**src/rtl/gpio_pkg.sv**
```systemverilog
// Shared definitions for the gpio_bank Wishbone GPIO block: register indices and bus width.
package gpio_pkg;

  localparam int unsigned GPIO_BUS_W = 32;

  typedef enum logic [2:0] {
    GPIO_REG_IN   = 3'd0,
    GPIO_REG_OUT  = 3'd1,
    GPIO_REG_DIR  = 3'd2,
    GPIO_REG_IE   = 3'd3,
    GPIO_REG_RISE = 3'd4,
    GPIO_REG_FALL = 3'd5,
    GPIO_REG_PEND = 3'd6,
    GPIO_REG_RSVD = 3'd7
  } gpio_reg_e;

endpackage

```
**src/rtl/gpio_debounce.sv**
```systemverilog
// One-bit input filter: q follows d only after d has differed from q for CYCLES consecutive cycles.
module gpio_debounce #(
  parameter int unsigned CYCLES = 16
) (
  input  logic clk,
  input  logic rst,
  input  logic d,
  output logic q
);

  localparam int unsigned CW = $clog2(CYCLES + 1);

  logic [CW-1:0] cnt_q, cnt_d;
  logic          q_q, q_d;

  always_comb begin
    q_d   = q_q;
    cnt_d = '0;
    if (d != q_q) begin
      if (cnt_q == CW'(CYCLES - 1)) begin
        q_d = d;
      end else begin
        cnt_d = cnt_q + 1'b1;
      end
    end
  end

  always_ff @(posedge clk) begin
    if (rst) begin
      q_q   <= 1'b0;
      cnt_q <= '0;
    end else begin
      q_q   <= q_d;
      cnt_q <= cnt_d;
    end
  end

  assign q = q_q;

endmodule

```
**src/rtl/gpio_bank.sv**
```systemverilog
// N-bit Wishbone GPIO bank with direction, 2-FF sync, edge detect, W1C pending and level IRQ.
// Optional per-bit input debounce is enabled by defining GPIO_DEBOUNCE_EN.
module gpio_bank
  import gpio_pkg::*;
#(
  parameter int unsigned WIDTH           = 8,
  parameter int unsigned DEBOUNCE_CYCLES = 16
) (
  input  logic                  clk,
  input  logic                  rst,
  input  logic                  wb_stb_i,
  input  logic                  wb_cyc_i,
  input  logic                  wb_we_i,
  input  logic [GPIO_BUS_W-1:0] wb_adr_i,
  input  logic [GPIO_BUS_W-1:0] wb_dat_i,
  output logic [GPIO_BUS_W-1:0] wb_dat_o,
  output logic                  wb_ack_o,
  input  logic [WIDTH-1:0]      gpio_i,
  output logic [WIDTH-1:0]      gpio_o,
  output logic [WIDTH-1:0]      gpio_oe,
  output logic                  irq
);

  logic [WIDTH-1:0] out_q, out_d, dir_q, dir_d, ie_q, ie_d;
  logic [WIDTH-1:0] rise_q, rise_d, fall_q, fall_d, pend_q, pend_d;
  logic [WIDTH-1:0] s1_q, s1_d, s2_q, s2_d, fd_q, fd_d;
  logic [WIDTH-1:0] filt, ev, w1c, wdata;
  logic [GPIO_BUS_W-1:0] dat_q, dat_d, rdata;
  logic      ack_q, ack_d, irq_q, irq_d;
  logic      access, wr;
  gpio_reg_e reg_idx;

`ifdef GPIO_DEBOUNCE_EN
  for (genvar i = 0; i < int'(WIDTH); i++) begin : g_db
    gpio_debounce #(.CYCLES(DEBOUNCE_CYCLES)) u_db (
      .clk (clk),
      .rst (rst),
      .d   (s2_q[i]),
      .q   (filt[i])
    );
  end
`else
  assign filt = s2_q;
`endif

  always_comb begin
    access  = wb_stb_i & wb_cyc_i & ~ack_q;
    wr      = access & wb_we_i;
    reg_idx = gpio_reg_e'(wb_adr_i[4:2]);
    wdata   = wb_dat_i[WIDTH-1:0];

    // Driven bits are sampled from the output register so edges on outputs are seen too.
    s1_d = (dir_q & out_q) | (~dir_q & gpio_i);
    s2_d = s1_q;
    fd_d = filt;
    ev   = (filt & ~fd_q & rise_q) | (~filt & fd_q & fall_q);

    out_d  = out_q;
    dir_d  = dir_q;
    ie_d   = ie_q;
    rise_d = rise_q;
    fall_d = fall_q;
    w1c    = '0;
    if (wr) begin
      case (reg_idx)
        GPIO_REG_OUT:  out_d  = wdata;
        GPIO_REG_DIR:  dir_d  = wdata;
        GPIO_REG_IE:   ie_d   = wdata;
        GPIO_REG_RISE: rise_d = wdata;
        GPIO_REG_FALL: fall_d = wdata;
        GPIO_REG_PEND: w1c    = wdata;
        default:       ;
      endcase
    end
    pend_d = ev | (pend_q & ~w1c);
    irq_d  = |(pend_q & ie_q);

    rdata = '0;
    case (reg_idx)
      GPIO_REG_IN:   rdata[WIDTH-1:0] = filt;
      GPIO_REG_OUT:  rdata[WIDTH-1:0] = out_q;
      GPIO_REG_DIR:  rdata[WIDTH-1:0] = dir_q;
      GPIO_REG_IE:   rdata[WIDTH-1:0] = ie_q;
      GPIO_REG_RISE: rdata[WIDTH-1:0] = rise_q;
      GPIO_REG_FALL: rdata[WIDTH-1:0] = fall_q;
      GPIO_REG_PEND: rdata[WIDTH-1:0] = pend_q;
      default:       rdata = '0;
    endcase

    ack_d = access;
    dat_d = (access && !wb_we_i) ? rdata : '0;
  end

  always_ff @(posedge clk) begin
    if (rst) begin
      out_q  <= '0;
      dir_q  <= '0;
      ie_q   <= '0;
      rise_q <= '0;
      fall_q <= '0;
      pend_q <= '0;
      s1_q   <= '0;
      s2_q   <= '0;
      fd_q   <= '0;
      dat_q  <= '0;
      ack_q  <= 1'b0;
      irq_q  <= 1'b0;
    end else begin
      out_q  <= out_d;
      dir_q  <= dir_d;
      ie_q   <= ie_d;
      rise_q <= rise_d;
      fall_q <= fall_d;
      pend_q <= pend_d;
      s1_q   <= s1_d;
      s2_q   <= s2_d;
      fd_q   <= fd_d;
      dat_q  <= dat_d;
      ack_q  <= ack_d;
      irq_q  <= irq_d;
    end
  end

  assign gpio_o   = out_q;
  assign gpio_oe  = dir_q;
  assign wb_ack_o = ack_q;
  assign wb_dat_o = dat_q;
  assign irq      = irq_q;

  logic unused_ok;
  assign unused_ok = ^{wb_adr_i[31:5], wb_adr_i[1:0], wb_dat_i, DEBOUNCE_CYCLES[0]};

endmodule
```
**config.mk**
```make
export PLATFORM = sky130hd
export DESIGN_NAME = gpio_bank
export DESIGN_NICKNAME = d
export VERILOG_FILES = /design/src/rtl/gpio_pkg.sv /design/src/rtl/gpio_debounce.sv /design/src/rtl/gpio_bank.sv
export SDC_FILE = /design/constraint.sdc
export NUM_CORES = 1
export LEC_CHECK = 0
export ABC_CLOCK_PERIOD_IN_PS = 1600
export BUFFER_PORTS_ARGS = -buffer_cell sky130_fd_sc_hd__buf_4
export CORE_ASPECT_RATIO = 0.5
export CORE_MARGIN = 1.5
export CORE_UTILIZATION = 45
export DETAILED_ROUTE_END_ITERATION = 16
export PLACE_DENSITY = 0.72
export SETUP_SLACK_MARGIN = 0.4
export SLEW_MARGIN = 40
export SYNTH_ARGS = -nofsm -noshare
export SYNTH_HDL_FRONTEND = slang
export SYNTH_SLANG_ARGS = --single-unit
export TNS_END_PERCENT = 100
```
**constraint.sdc**
```tcl
create_clock -name clk -period 1.6 [get_ports clk]
set_input_delay 0.08 -clock clk [delete_from_list [all_inputs] [get_ports clk]]
set_output_delay 0.08 -clock clk [all_outputs]
set_load 0.03 [all_outputs]
```
# ---- Word level (Yosys, flattened, before mapping)
# Index checks and enable logic that the tools add are counted.
# Widths: inputs -> output; s select.
dict set report totals {
  regBits 106
  inputBits 77
  output_inout_bits 50
}
dict set report op_classes {
  bitwise 20
  muxes 3
  reduce_logical 10
  eq_ne 6
}
# operator count
set ops {}
lappend ops {{$and 8x8->8} 8}
lappend ops {{$pmux 8 s7} 1}
lappend ops {{$not 8->8} 4}
lappend ops {{$or 8x8->8} 3}
lappend ops {{$mux 8} 2}
lappend ops {{$reduce_and 2->1} 5}
lappend ops {{$eq 3x3->1 const B} 3}
lappend ops {{$reduce_or 8->1} 1}
lappend ops {{$eq 3x2->1 const B} 2}
lappend ops {{$and 1x1->1} 3}
lappend ops {{$eq 3x1->1 const B} 1}
lappend ops {{$logic_not 3->1} 1}
lappend ops {{$not 1->1} 2}
lappend ops {{$reduce_or 2->1} 1}
lappend ops {{$logic_and 1x1->1} 1}
lappend ops {{$logic_not 1->1} 1}

# ---- Depth between registers and ports, before layout
# Gate-level depths: netlist of the first run.
dict set report depth {
  depth_word 7
  depth_mapped 6
  depth_no_buf 3
}

# ---- Worst setup path after synthesis of the first run
# OpenSTA, ideal clock, no wires.
dict set report synth_timing {
  path_type {reg2reg}
  start {register ack_q (netlist: wb_ack_o)}
  end {register out_q[0] (netlist: gpio_o[0])}
  path_stages_with_launch 5
  n_path_buf 1
  setup_time_ps 72
  arrival_time_ps 1275
  path_slack_ps 253
  cell_sequence {dfxtp_1 -> nand4b_2 -> nor3b_2 -> buf_6 -> mux2i_1}
}
dict set report synth_between {
  elab_chain_cells 4
}
# item line_no
set synth_rtl {}
lappend synth_rtl {{start, declared} gpio_bank.sv:29} ;# logic ack_q, ack_d, irq_q, irq_d;
lappend synth_rtl {{start signal, assigned} gpio_bank.sv:119} ;# ack_q <= ack_d;
lappend synth_rtl {{$not 1->1} gpio_bank.sv:47} ;# access = wb_stb_i & wb_cyc_i & ~ack_q;
lappend synth_rtl {{$and 1x1->1} gpio_bank.sv:47}
lappend synth_rtl {{$and 1x1->1} gpio_bank.sv:48} ;# wr = access & wb_we_i;
lappend synth_rtl {{$reduce_and 2->1 (no source line)} --}
lappend synth_rtl {{end signal, assigned} gpio_bank.sv:109} ;# out_q <= out_d;
lappend synth_rtl {{end, declared} gpio_bank.sv:24} ;# logic [WIDTH-1:0] out_q, out_d, dir_q, dir_d, ie_q, ie_d;
# Every way passes these cells.
# A chain may end at the register's enable or synchronous reset.

# ---- Worst setup path in the final report of the first run
dict set report layout_timing {
  start {register ack_q (netlist: wb_ack_o)}
  end {register dir_q[5] (netlist: gpio_oe[5])}
}
dict set report layout_between {
  elab_chain_cells 4
}
# item line_no
set layout_rtl {}
lappend layout_rtl {{$not 1->1} gpio_bank.sv:47}
lappend layout_rtl {{$and 1x1->1} gpio_bank.sv:47}
lappend layout_rtl {{$and 1x1->1} gpio_bank.sv:48}
lappend layout_rtl {{$reduce_and 2->1 (no source line)} --}
lappend layout_rtl {{end signal, assigned} gpio_bank.sv:110} ;# dir_q <= dir_d;
lappend layout_rtl {{end, declared} gpio_bank.sv:24}
# Every way passes these cells.

==> results of run 1 <==
==> worst paths after layout <==
check	slack [ps]	startpoint	endpoint	cells past startpoint
min reg2reg	430	s1_q[7]	fd_d[7]	1
max	320	wb_ack_o	gpio_oe[5]	4
max reg2reg	320	wb_ack_o	gpio_oe[5]	4
min	130	wb_cyc_i	wb_ack_o	2
==> layout by cell type (no fill, tap or decap), drive strengths merged <==
| cell type | n |
|---|---|
| mux4 | 1 |
| and4bb | 1 |
| mux2i | 49 |
| and2b | 5 |
| clkbuf | 15 |
| buf | 55 |
| nand3 | 6 |
| nor3 | 1 |
| dfxtp | 82 |
| o31ai | 8 |
| nand4b | 1 |
| a41oi | 1 |
| a31oi | 16 |
| bufinv | 1 |
| nand2b | 49 |
| a311oi | 1 |
| nor3b | 1 |
| conb | 24 |
| or2 | 1 |
| nand2 | 14 |
| nand3b | 17 |
| clkinv | 1 |
| nor2 | 10 |
| mux2 | 14 |
| dlygate4sd3 | 8 |
| and4b | 1 |
| a22oi | 4 |
| a32oi | 14 |
| nor2b | 17 |
==> final cells by class <==
type	instances	area share, %
multi-input cells	256	43.78
flip-flops and latches	82	35.09
clock inverters	1	0.6403
clock buffers	15	6.137
repair buffers	63	11.29
inverters	1	0.08004
well taps	112	2.988
==> kinds of logic (layout without fill, tap and decap cells) <==
| logic type | after synthesis | in the layout |
|---|---|---|
| buf+inv | 47 | 80 |
| simple gates | 124 | 124 |
| other cells | 1 | 24 |
| mux | 64 | 64 |
| compound gates | 44 | 44 |
| flops | 82 | 82 |
==> worst max-delay path, stage by stage (launching register included) <==
cell and delay [ps]:
dfxtp_4 350, and4b_1 270, buf_6 150, nand3b_4 210
mux2i_1 180
==> repair_timing <==
| item | 4_1_cts | 5_1_grt |
|---|---|---|
| endpoints found under the setup margin | 50 | 48 |
| hold buffers | 8 | 0 |
| endpoints found under the hold margin | 8 | 0 |
| setup buffers | 1 | 0 |
| gates resized for setup | 7 | 15 |
| pin swaps | 2 | 17 |
==> stage by stage <==
step	hold slack, ps	total power (uW)	worst slack [ps]	instance area (um^2)	utilization, %
finish	127.6	4659	323.0	4690	57.58
global route	129.2	4809	253.9	4690	57.58
CTS	119.2	4690	317.9	4594	56.41
detailed placement	318.7	2499	217.0	4139	50.82
global placement	310.6	2497	255.3	4139	50.82
floorplan	223.9	2459	406.0	3949	-
==> per-layer routing <==
metal | global-route usage (%) | wire length [um] | vias up
li1 | - | - | 1337
met1 | 26.99 | 4040 | 1311
met2 | 28.54 | 3581 | 124
met3 | 6.815 | 694 | 11
met4 | 7.473 | 123 | 0
met5 | 0 | 0 | -
==> power groups by stage <==
stage | logic [uW] | registers, uW | clock network [uW]
after floorplan | 318 | 2140 | 0
after global placement | 359 | 2140 | 0
after detailed placement | 361 | 2140 | 0
after CTS | 387 | 2090 | 2210
after global routing | 429 | 2100 | 2280
final | 403 | 2090 | 2160
==> results.sh, run 1 <==
export IMPL_status="finished, final reports clean"
export IMPL_via_per_inst=5.251
export IMPL_ys_types=37
export IMPL_sw_frac_of_total_pct=22.71
export IMPL_synth_edff_count=0
export IMPL_cts_sinks=82
export IMPL_syn_instance_count=362
export IMPL_synthAdderAreaFrac_pct=0
export IMPL_drv_cap=0
export IMPL_synth_compound_area_share_pct=8.742
export IMPL_p_leak_uw=0.001954
export IMPL_dieArea_um2=9153
export IMPL_report_final_slew_viol_count=0
export IMPL_finalHoldViolations=0
export IMPL_clock_path_buffers=2
export IMPL_yosys_register_bits=82
export IMPL_cts_clk_slew_worst_paths_ps=60
export IMPL_vias=2783
export IMPL_drive_gt1_share_pct=25.84
export IMPL_place_gp_congestion=0.8222
export IMPL_synth_seq_area_share_pct=42.64
export IMPL_clock_latency_ps=340
export IMPL_slew_headroom_pct=57.76
export IMPL_peakVddDrop_mv=0.4478
export IMPL_worst_setup_path_start_kind="flop"
export IMPL_place_inst=505
export IMPL_drt_iter0_markers=272
export IMPL_dr_pass1_iters=5
export IMPL_multiInputGateArea_um2=2053
export IMPL_min_period_ps=1277
export IMPL_rows=23
export IMPL_crit_type="reg -> reg"
export IMPL_die_h_um=68.41
export IMPL_syn_to_final_growth_pct=21.81
export IMPL_worst_slew_pin_slew_ps=628.7
export IMPL_crit_arrival_ps=1490
export IMPL_antenna_found_initial=0
export IMPL_yosys_area_top_type="dfxtp_1"
export IMPL_finalNonFillerCells=530
export IMPL_totalWireLength_mm=8.440
export IMPL_grt_max_degree=82
export IMPL_pwr_share_comb_pct=8.7
export IMPL_crit_path_max_fanout=8
export IMPL_clock_fmax_ghz=0.7831
export IMPL_grt_first_pass_wirelength_mm=13.36
export IMPL_start_util_pct=47.27
export IMPL_worst_hold_path_type="in -> reg"
export IMPL_setup_violations=0
export IMPL_synth_xor_area_share_pct=0
export IMPL_internal_power_uw=3601
export IMPL_track_usage_pct=19.70
export IMPL_fillerInstances=699
export IMPL_ant_nets=0
export IMPL_yosysWarnings=0
export IMPL_synth_mux_area_share_pct=17.61
export IMPL_wl_per_cell_um=15.92
export IMPL_syn_area_per_cell_um2=10.64
export IMPL_cts_tree="yes"
export IMPL_pwr_share_clk_pct=46.4
export IMPL_pwr_share_seq_pct=44.9
export IMPL_synth_top_family_by_area="simple AND/OR/NAND/NOR gates"
export IMPL_synth_top_area_share_pct=42.64
export IMPL_synthSimpleGateAreaFrac_pct=21.25
export IMPL_pin_count=127
export IMPL_core_area_um2=8144
export IMPL_finalSetupTns_ps=0
export IMPL_finClkSkew_ps=3.608
export IMPL_syn_area_um2=3850
export IMPL_numCtsBuffers=9
export IMPL_overflow=0
export IMPL_rsz0062_at_grt="yes"
export IMPL_async_reset_ff_share_pct=0
export IMPL_nets=490
export IMPL_p_per_area_nw_per_um2=993.6
export IMPL_final_seq_area_um2=1645
export IMPL_synth_ff_type="dfxtp_1"
export IMPL_yosys_top_cells_count="dfxtp_1 (82), mux2i_1 (49), nand2b_1 (49), buf_4 (24)"
export IMPL_grt_pass1_vias=2486
export IMPL_chipWidth_um=133.8
export IMPL_htree_num_levels=3
export IMPL_drc=0
export IMPL_numPortBuffers=49
export IMPL_synthTopCellsByArea="dfxtp_1 (43%), mux2i_1 (13%), nand2b_1 (8.0%)"
export IMPL_hpwl_mm=5.528
export IMPL_yosysMostFrequentCell="dfxtp_1"
export IMPL_antennaDiodeCount=0
export IMPL_root_buffer="clkbuf_16"
export IMPL_worstSetupEndpointType="flop"
export IMPL_critPathRequiredTime_ps=1820
export IMPL_final_period_utilization_pct=79.81
export IMPL_p_sw_uw=1058
Note: power is estimated with default switching activity, not from simulation.
==> run 2: changes to the inputs <==
--- a/config.mk
+++ b/config.mk
@@ -5,13 +5,13 @@
 export SDC_FILE = /design/constraint.sdc
 export NUM_CORES = 1
 export LEC_CHECK = 0
-export ABC_CLOCK_PERIOD_IN_PS = 1600
+export ABC_CLOCK_PERIOD_IN_PS = 1050
 export BUFFER_PORTS_ARGS = -buffer_cell sky130_fd_sc_hd__buf_4
 export CORE_ASPECT_RATIO = 0.5
 export CORE_MARGIN = 1.5
 export CORE_UTILIZATION = 45
 export DETAILED_ROUTE_END_ITERATION = 16
-export PLACE_DENSITY = 0.72
+export PLACE_DENSITY = 0.75
 export SETUP_SLACK_MARGIN = 0.4
 export SLEW_MARGIN = 40
 export SYNTH_ARGS = -nofsm -noshare
==> constraint.sdc (replaced) <==
create_clock -name clk -period 1.05 [get_ports clk]
set_input_delay 0.0525 -clock clk [delete_from_list [all_inputs] [get_ports clk]]
set_output_delay 0.0525 -clock clk [all_outputs]
set_load 0.03 [all_outputs]
==> results.sh, run 2 (synthesized netlist as in run 1, its figures left out) <==
export IMPL_endpoint="gpio_o[7]"
export IMPL_worst_setup_path_start_kind="flop"
export IMPL_status="finished, violations left"
export IMPL_die_h_um=68.41
export IMPL_crit_arrival_ps=1520
export IMPL_finClkSkew_ps=3.788
export IMPL_vias=2970
export IMPL_final_cell_mix="dfxtp_1 (53), nand2b_1 (49), buf_4 (49)"
export IMPL_core_area_um2=8144
export IMPL_report_final_slew_viol_count=0
export IMPL_drive_gt1_share_pct=41.91
export IMPL_p_sw_uw=1672
export IMPL_pwr_share_comb_pct=10.1
export IMPL_dieArea_um2=9153
export IMPL_grt_first_pass_wirelength_mm=15.06
export IMPL_rows=23
export IMPL_worst_hold_path_type="in -> reg"
export IMPL_ant_nets=0
export IMPL_pwr_share_seq_pct=44.3
export IMPL_fin_ws_ps=-219.6
export IMPL_dp_slack_ps=-196.9
export IMPL_finalHoldViolations=5
export IMPL_r2r_slack_ps=-220
export IMPL_track_usage_pct=22.39
export IMPL_finalNonFillerCells=563
export IMPL_nets=523
export IMPL_drc=0
export IMPL_timing_rr_end="gpio_o[7]"
export IMPL_syn_to_final_growth_pct=37.83
export IMPL_totalWireLength_mm=9.789
export IMPL_drt_iter0_markers=274
export IMPL_grt_max_degree=58
export IMPL_overflow=0
export IMPL_antenna_found_initial=0
export IMPL_clock_latency_ps=340
export IMPL_numPortBuffers=49
export IMPL_rr_worst_depth=4
export IMPL_worstSetupEndpointType="flop"
export IMPL_min_period_ps=1270
export IMPL_place_inst=529
export IMPL_numCtsBuffers=9
export IMPL_cts_sinks=82
export IMPL_crit_path_max_fanout=8
export IMPL_root_buffer="clkbuf_16"
export IMPL_crit_type="reg -> reg"
export IMPL_antennaDiodeCount=0
export IMPL_pin_count=127
export IMPL_layout_commonest_cell="dfxtp_1"
export IMPL_timing_hold_ws_ps=-53.58
export IMPL_grt_pass1_vias=2833
export IMPL_pwr_share_clk_pct=45.7
export IMPL_p_total_uw=7143
export IMPL_p_leak_uw=0.002205
export IMPL_setup_violations=56
export IMPL_final_period_utilization_pct=120.9
export IMPL_clock_path_buffers=2
export IMPL_post_route_util_pct=65.16
export IMPL_chipWidth_um=133.8
export IMPL_clock_fmax_ghz=0.7876
export IMPL_dr_pass1_iters=4
export IMPL_p_per_area_nw_per_um2=1346
export IMPL_cp_startpoint="wb_ack_o"
export IMPL_place_gp_congestion=0.8584
export IMPL_violations="hold timing, setup timing"
export IMPL_peakVddDrop_mv=0.8392
export IMPL_internal_power_uw=5472
export IMPL_cts_clk_slew_worst_paths_ps=60
export IMPL_critPathRequiredTime_ps=1300
export IMPL_htree_num_levels=3
export IMPL_placed_cell_area_um2=4409
export IMPL_hpwl_mm=6.121
export IMPL_cts_hold_buf=2
export IMPL_fin_area_um2=5306
export IMPL_sw_frac_of_total_pct=23.40
export IMPL_start_util_pct=47.27
export IMPL_via_per_inst=5.275
export IMPL_cts_tree="yes"
export IMPL_rsz0062_at_grt="yes"
export IMPL_drv_cap=0
export IMPL_r2r_start="wb_ack_o"
export IMPL_wl_per_cell_um=17.39
## run 2: cell count changes in the layout (fill, tap and decap cells not counted), moves of 5 or more
cell           before  now
dlygate4sd3_1       8    2
dfxtp_1            81   53
buf_6               3   40
a31oi_4             0    5
dfxtp_2             0   15
a31oi_1            16   11
dfxtp_4             1   14
## run 2: metal layers
metal / vias to the layer above / wire [um] / global-route usage [%]
li1: 1412 / - / -
met1: 1429 / 4502 / 29.74
met2: 112 / 4471 / 35.44
met4: 0 / 190 / 9.783
met3: 17 / 625 / 5.111
met5: - / 0 / 0
## run 2: area by class of cell
type / instances / area (um^2)
fillers: 615 / 2838
clock inverters: 7 / 83.83
repair buffers: 96 / 938.4
inverters: 1 / 3.754
multi-input cells: 256 / 2202
well taps: 112 / 140.1
flip-flops and latches: 82 / 1713
clock buffers: 9 / 225.2
## run 2: worst min-delay path by stage
stage,start,to,cells past startpoint
after floorplan,gpio_i[0],s1_q[0],2
after detailed placement,gpio_i[1],s1_q[1],3
after global routing,gpio_i[7],s1_q[7],3
after global placement,gpio_i[4],s1_q[4],3
after CTS,gpio_i[0],s1_q[0],3
final,gpio_i[0],s1_q[0],3
## run 2: what timing repair did
action	4_1_cts	5_1_grt
hold endpoints to repair	8	4
setup buffers	16	0
pin swaps	12	13
resized for setup	82	13
endpoints found under the setup margin	93	95
## run 2: critical path, stage by stage (launching register included)
cell and delay [ps]:
dfxtp_4 340, nand4b_4 210, nor3b_4 240, buf_12 180
mux2i_1 220
## run 2: power by group through the flow
stage          combinational, uW  sequential, uW  clock, uW
6_report                     718            3160       3260
5_1_grt                      760            3170       3440
4_1_cts                      693            3160       3310
3_5_place_dp                 629            3230          0
3_3_place_gp                 623            3230          0
2_1_floorplan                487            3240          0
## run 2: stage by stage
stage / TNS [ps] / hold WS (ps)
2_1_floorplan: -4744 / 196.4
3_3_place_gp: -7223 / 280.3
3_5_place_dp: -7820 / 290.3
4_1_cts: -7978 / -54.81
5_1_grt: -11330 / -45.43
6_report: -8564 / -53.58
